==> src/rtl/lsu_mem_port.sv <==
// RV32I load/store unit: one request at a time into a unified memory with MEM_LATENCY read delay.
// Optional: define LSU_MISALIGN_CHECK_EN to report misaligned LH/LHU/SH/LW/SW as access errors.
module lsu_mem_port #(
  parameter int MEM_LATENCY = 1
) (
  input  logic        clk,
  input  logic        rst,
  input  logic        req_valid_i,
  output logic        req_ready_o,
  input  logic        req_we_i,
  input  logic [2:0]  req_funct3_i,
  input  logic [31:0] req_addr_i,
  input  logic [31:0] req_wdata_i,
  output logic        rsp_valid_o,
  input  logic        rsp_ready_i,
  output logic [31:0] rsp_rdata_o,
  output logic        rsp_err_o,
  output logic [31:0] mem_addr_o,
  output logic        mem_rstrb_o,
  input  logic [31:0] mem_rdata_i,
  output logic [3:0]  mem_wmask_o,
  output logic [31:0] mem_wdata_o
);

  typedef enum logic [1:0] {IDLE, ISSUE, WAIT, RESP} state_t;

  state_t      state, state_next;
  logic        is_store;
  logic [2:0]  funct3;
  logic [1:0]  addr_lo;
  logic [3:0]  wmask;
  logic [1:0]  wait_cnt;
  logic        legal;
  logic        req_err;
  logic [3:0]  wmask_dec;
  logic [31:0] wdata_dec;
  logic [7:0]  byte_sel;
  logic [15:0] half_sel;
  logic [31:0] load_ext;

  // Request legality; misalignment only matters when the check is built in.
  always_comb begin
    // NOTE: every signal written in always_comb gets a default first, so no path can infer a latch.
    legal   = 1'b0;
    req_err = 1'b0;
    if (req_we_i) legal = (req_funct3_i inside {3'b000, 3'b001, 3'b010});
    else          legal = (req_funct3_i inside {3'b000, 3'b001, 3'b010, 3'b100, 3'b101});
`ifdef LSU_MISALIGN_CHECK_EN
    req_err = !legal ||
              (req_funct3_i[1:0] == 2'b01 && req_addr_i[0]) ||
              (req_funct3_i[1:0] == 2'b10 && req_addr_i[1:0] != 2'b00);
`else
    req_err = !legal;
`endif
  end

  always_comb begin
    wmask_dec = 4'b1111;
    wdata_dec = req_wdata_i;
    case (req_funct3_i[1:0])
      2'b00: begin
        wmask_dec = 4'b0001 << req_addr_i[1:0];
        wdata_dec = {4{req_wdata_i[7:0]}};
      end
      2'b01: begin
        wmask_dec = 4'b0011 << {req_addr_i[1], 1'b0};
        wdata_dec = {2{req_wdata_i[15:0]}};
      end
      default: begin
        wmask_dec = 4'b1111;
        wdata_dec = req_wdata_i;
      end
    endcase
  end

  // Lane select and sign/zero extension of the returning word.
  always_comb begin
    case (addr_lo)
      2'b00:   byte_sel = mem_rdata_i[7:0];
      2'b01:   byte_sel = mem_rdata_i[15:8];
      2'b10:   byte_sel = mem_rdata_i[23:16];
      default: byte_sel = mem_rdata_i[31:24];
    endcase
    half_sel = addr_lo[1] ? mem_rdata_i[31:16] : mem_rdata_i[15:0];
    case (funct3)
      3'b000:  load_ext = {{24{byte_sel[7]}}, byte_sel};
      3'b001:  load_ext = {{16{half_sel[15]}}, half_sel};
      3'b100:  load_ext = {24'b0, byte_sel};
      3'b101:  load_ext = {16'b0, half_sel};
      default: load_ext = mem_rdata_i;
    endcase
  end

  always_ff @(posedge clk) begin
    // NOTE: sequential state uses non-blocking assignments so every register samples pre-edge values.
    if (rst) state <= IDLE;
    else     state <= state_next;
  end

  always_comb begin
    state_next = state;
    case (state)
      IDLE:    if (req_valid_i) state_next = req_err ? RESP : ISSUE;
      ISSUE:   state_next = is_store ? RESP : WAIT;
      WAIT:    if (wait_cnt == 2'd0) state_next = RESP;
      RESP:    if (rsp_ready_i) state_next = IDLE;
      default: state_next = IDLE;
    endcase
  end

  always_comb begin
    req_ready_o = (state == IDLE);
    rsp_valid_o = (state == RESP);
    mem_rstrb_o = (state == ISSUE) && !is_store;
    mem_wmask_o = ((state == ISSUE) && is_store) ? wmask : 4'b0000;
  end

  // Request capture, wait countdown and response data; address/wdata hold between accesses.
  always_ff @(posedge clk) begin
    if (rst) begin
      is_store    <= 1'b0;
      funct3      <= 3'b000;
      addr_lo     <= 2'b00;
      wmask       <= 4'b0000;
      wait_cnt    <= 2'd0;
      mem_addr_o  <= '0;
      mem_wdata_o <= '0;
      rsp_rdata_o <= '0;
      rsp_err_o   <= 1'b0;
    end else begin
      if (state == IDLE && req_valid_i) begin
        is_store    <= req_we_i;
        funct3      <= req_funct3_i;
        addr_lo     <= req_addr_i[1:0];
        rsp_err_o   <= req_err;
        rsp_rdata_o <= '0;
        if (!req_err) begin
          mem_addr_o <= {req_addr_i[31:2], 2'b00};
          wmask      <= wmask_dec;
          if (req_we_i) mem_wdata_o <= wdata_dec;
        end
      end
      if (state == ISSUE)
        wait_cnt <= 2'(MEM_LATENCY - 1);
      else if (state == WAIT && wait_cnt != 2'd0)
        wait_cnt <= wait_cnt - 2'd1;
      if (state == WAIT && wait_cnt == 2'd0)
        rsp_rdata_o <= load_ext;
    end
  end

endmodule
==> config.mk <==
export PLATFORM = sky130hd
export DESIGN_NAME = lsu_mem_port
export DESIGN_NICKNAME = d
export VERILOG_FILES = /design/src/rtl/lsu_mem_port.sv
export SDC_FILE = /design/constraint.sdc
export NUM_CORES = 1
export LEC_CHECK = 0
export CORE_MARGIN = 4
export CORE_UTILIZATION = 45
export CTS_BUF_LIST = sky130_fd_sc_hd__clkbuf_4 sky130_fd_sc_hd__clkbuf_8
export CTS_CLUSTER_DIAMETER = 40
export DETAILED_ROUTE_END_ITERATION = 16
export PLACE_DENSITY = 0.88
export SLEW_MARGIN = 20
export SYNTH_ARGS = -nofsm -noshare
export SYNTH_HDL_FRONTEND = slang
export SYNTH_SLANG_ARGS = --single-unit
export TNS_END_PERCENT = 10
==> constraint.sdc <==
create_clock -name clk -period 4.5 [get_ports clk]
set_input_delay 0.675 -clock clk [delete_from_list [all_inputs] [get_ports clk]]
set_output_delay 0.675 -clock clk [all_outputs]
set_load 0.01 [all_outputs]
# After elaboration in Yosys (flattened, before gate mapping)
# Index checks and enable logic that the tools add are counted.
op_classes:
  add_sub_neg: 1
  eq_ne: 16
  shift: 2
  muxes: 15
  n_reduce_logical: 21
ops:
  columns: ["cell", "n"]
  rows:
  - ["$pmux 32 s4", 1]
  - ["$mux 32", 2]
  - ["$pmux 32 s2", 1]
  - ["$pmux 8 s3", 1]
  - ["$mux 16", 1]
  - ["$eq 3x3->1 const B", 4]
  - ["$logic_not 2->1", 4]
  - ["$mux 2", 4]
  - ["$pmux 2 s4", 1]
  - ["$pmux 4 s2", 1]
  - ["$eq 2x1->1 const B", 3]
  - ["$eq 2x2->1 const B", 3]
  - ["$eq 3x1->1 const B", 2]
  - ["$logic_not 3->1", 2]
  - ["$reduce_and 3->1", 2]
  - ["$logic_and 1x1->1", 5]
  - ["$reduce_bool 5->1", 1]
  - ["$mux 4", 1]
  - ["$ne 2x2->1 const B", 2]
  - ["$reduce_bool 2->1", 2]
  - ["$shl 1x2->4 const A", 1]
  - ["$shl 2x2->4 const A", 1]
  - ["$eq 3x2->1 const B", 1]
  - ["$reduce_bool 3->1", 1]
  - ["other kinds (6)", 8]
word_totals:
  regBits: 109
  in_bits: 104
  out_inout_bits: 104
  elab_cells: 65

# Logic depth before layout (Yosys ltp)
logic_depth:
  ltp_word: 6
  ltp_mapped: 9
  depth_no_buf: 6

# Worst setup path before layout
# OpenSTA, ideal clock, no wires.
synth_path:
  path_kind: "input to register"
  startpoint: "input rst"
  endpoint: "register rsp_rdata_o[27]"
  setup_ns: 0.059
  arrival_time_ns: 1.828
  required_time_ns: 4.441
  slack_ns: 2.612
  path_stages: 6
  n_path_buf: 3
  path_cell_list: "buf_2 nor2_1 and2_1 buf_1 buf_2 a221o_1"
synth_rtl:
  columns: ["element", "line", "rtl"]
  rows:
  - ["start: declaration", "7", "input logic rst,"]
  - ["end signal: assignment", "148", "rsp_rdata_o <= load_ext;"]
  - ["end: declaration", "16", "output logic [31:0] rsp_rdata_o,"]

# Worst setup path in the final report
layout_path:
  startpoint: "register state[1]"
  endpoint: "output mem_wmask_o[2]"
layout_between:
  elab_chain_len: 3
layout_rtl:
  columns: ["element", "line", "rtl"]
  rows:
  - ["start: declaration", "27", "state_t state, state_next;"]
  - ["start signal: assignment", "97", "else state <= state_next;"]
  - ["$eq 2x1->1", "115", "mem_wmask_o = ((state == ISSUE) && is_store) ? wmask : 4'b0000;"]
  - ["$logic_and 1x1->1", "115", null]
  - ["$mux 4", "115", null]
  - ["end: declaration", "21", "output logic [3:0] mem_wmask_o,"]
# No other way between the ends.

==> impl_results.md <==
- Die ar.: roughly 0.012 mm2
- Crit-path max FO: 8
- Post-Synthesis Cells: between 500 and 600
- Clock latency on the worst-skew pair: ~0.37 ns
- Worst rel slew slack: 0.388
- Antenna cells: 0
- Routability cong.: slightly above 0.9
- WP data required: 3.83 ns
- Vias in the first global route: around 4600
- Total CTS buffers: 9
- 1st-iter DRT viols: slightly below 300
- Final Cycle Share: 0.580
- Yosys top cell by area: dfxtp_1
- Startpoint types: register
- DRC viols: 0
- Layout Skew: ~0.016 ns
- Port-buffer cells: slightly above 200
- Most numerous cell in the Yosys netlist: nand2_1
- # Post-CTS Setup Buffers: 0
- Clock Sinks: approximately 110
- IO Pins: about 210
- Initial core utilization: 0.468
- Die X: between 100 and 150 um
- CTS Hold Bufs: 0
- Worst slew pin tran: roughly 0.9 ns
- Drt total wl: 14.7 mm
- Worst vdd ir: 0.236 mV
- Clock tree buffer depth: 2
- First-pass GRT wire length: about 23 mm
- CP endpoint kind: primary output
- Utilization after layout: 0.698
- Via count: approximately 4800
- Async set-reset flop share out of synthesis: 0
- Area share of the largest cell type after synthesis: 0.471
- Achievable clock frequency: between 300 and 400 MHz
- Post-synth EDFFs: 0
- RSZ-0062 raised after global routing: false
- Synth Flop Type: dfxtp_1
- Fin. Hold Viols: 0
- Vias per inst: 5.45
- Worst Hold Class: register to register
- Post-synthesis average cell area: about 8.4 um2
- Area after DPL: 0.00673 mm2
- Post-CTS sizing: 0
- Ys Warns: 0
- Root Driver: clkbuf_8
- Initial DRT Pass Iterations: 5
- Num rows: 36
- Reg2reg setup slack: around 2.2 ns
- Tmin final: 2.61 ns
- Worst-path clk slew: ~0.10 ns
- Layout cells sized above 1: 0.0553
- GRT Util Overall: 0.239
- Slew Viols, Final: 0
- Library cells used by synthesis: 39
- Lkg Pwr: between 2 and 2.5 nW
- Setup TNS: 0 ns
- Layout area overhead: 49.2%
- Mapped cell area: about 0.0046 mm2
- Wirelength per Cell: 16.8 um
- H-tree Lvls: 3
- DPL Wire Length: ~11 mm
- Synth top area cells: dfxtp_1 47%, nand2_1 11%, a21oi_1 6.0%
- Critical path class: register to primary output
- Initial antenna violation count: 0
- NumNets Final: ~850
- Post-synthesis sequential area ratio: 0.471
- Critical path arrival: roughly 1.9 ns
- Synthesized flop and latch total: between 100 and 150
- Status: finished clean
- Max cap viols: 0
- # setup viols final: 0
- Final instance area: approximately 0.007 mm2
- DRT antenna net count: 0
- CTS tree: built
- Power Density: 402 mW/mm2
- Core ar.: 0.00991 mm2
- Largest net degree at the start of global routing: 63
- GRT overflow: 0
- Synth top cells by count: 138 x nand2_1, 109 x dfxtp_1, 56 x a21oi_1
- Die Span Y: 109 um
cells in the final DEF (no fill, tap or decap), types with 2 or more instances in the layout:
master	n
o221ai_1	7
nand2_1	138
nand3_1	10
dfxtp_1	109
clkinvlp_4	3
a311oi_1	8
ha_1	5
and3_1	5
or2_2	2
a221o_1	16
and2_1	2
nor3_1	7
a21oi_1	56
a32o_1	9
nor2_1	38
mux2i_1	16
buf_4	8
nand2b_1	10
nor2b_1	3
mux2_2	10
clkdlybuf4s50_1	204
conb_1	2
o21ai_0	26
inv_1	8
clkbuf_8	10
a221oi_1	2
a211oi_1	12
metal layers:
metal | global-route usage | wire [um] | vias up
met1 | 0.291 | 5820 | 2245
met5 | 0 | 0 | -
met2 | 0.408 | 7210 | 200
met4 | 0.0917 | 364 | 0
met3 | 0.0581 | 1280 | 28
li1 | - | - | 2290
flip-flops by register name, indices dropped and copies added, names as in the netlist:
register and cells:
is_store 1, mem_wdata_o 32, addr_lo 2, mem_addr_o 30, wmask 4, funct3 3, wait_cnt 2, state 2
rsp_err_o 1, rsp_rdata_o 32
cell families (layout without fill, tap and decap cells):
family | Yosys count | after routing | share of synthesized area
other | 1 | 2 | 0.000809
DFF | 109 | 109 | 0.471
xor gates and xnor gates | 1 | 1 | 0.00189
adders and majority gates | 5 | 5 | 0.0135
muxes | 27 | 27 | 0.0613
buffers and inverters | 50 | 237 | 0.0478
and+or+nand+nor | 218 | 218 | 0.195
AOI/OAI and AO/OA | 142 | 142 | 0.209
through the flow:
step	setup slack, ns	power [mW]	hold WS, ns	instances
global route	1.80	2.94	0.490	874
CTS	1.90	2.79	0.461	874
detailed placement	1.81	2.23	0.449	858
floorplan	2.61	1.74	0.445	554
finish	1.89	2.78	0.457	874
global placement	1.93	2.19	0.441	858
cell type report:
cell class,instances,area (um2)
flip-flops and latches,109,2180
multi-input cells,395,2240
well taps,133,166
clock buffers,11,145
fillers,780,2990
inverters,8,30.0
clock inverters,5,42.5
repair buffers,213,2110
power by group:
part           internal, mW  switching [mW]  leakage [nW]
clock network         0.229           0.338        0.0875
registers              1.11           0.105         0.886
logic                 0.502           0.498          1.48
total                  1.84           0.941          2.46
critical path: stages (launching register included):
cell	delay [ns]
dfxtp_1	0.36
inv_1	0.09
ha_1	0.33
and3_1	0.21
clkdlybuf4s50_1	0.59
path summary, 6_finish.rpt:
path                                      from              end  cells after the start
worst max-delay path                  state[1]   mem_wmask_o[2]                      4
worst min-delay path            mem_addr_o[26]   mem_addr_o[26]                      2
worst max register to register        state[0]  mem_wdata_o[15]                      7
worst min register to register  mem_addr_o[26]   mem_addr_o[26]                      2
(Power assumes the default switching activity.)
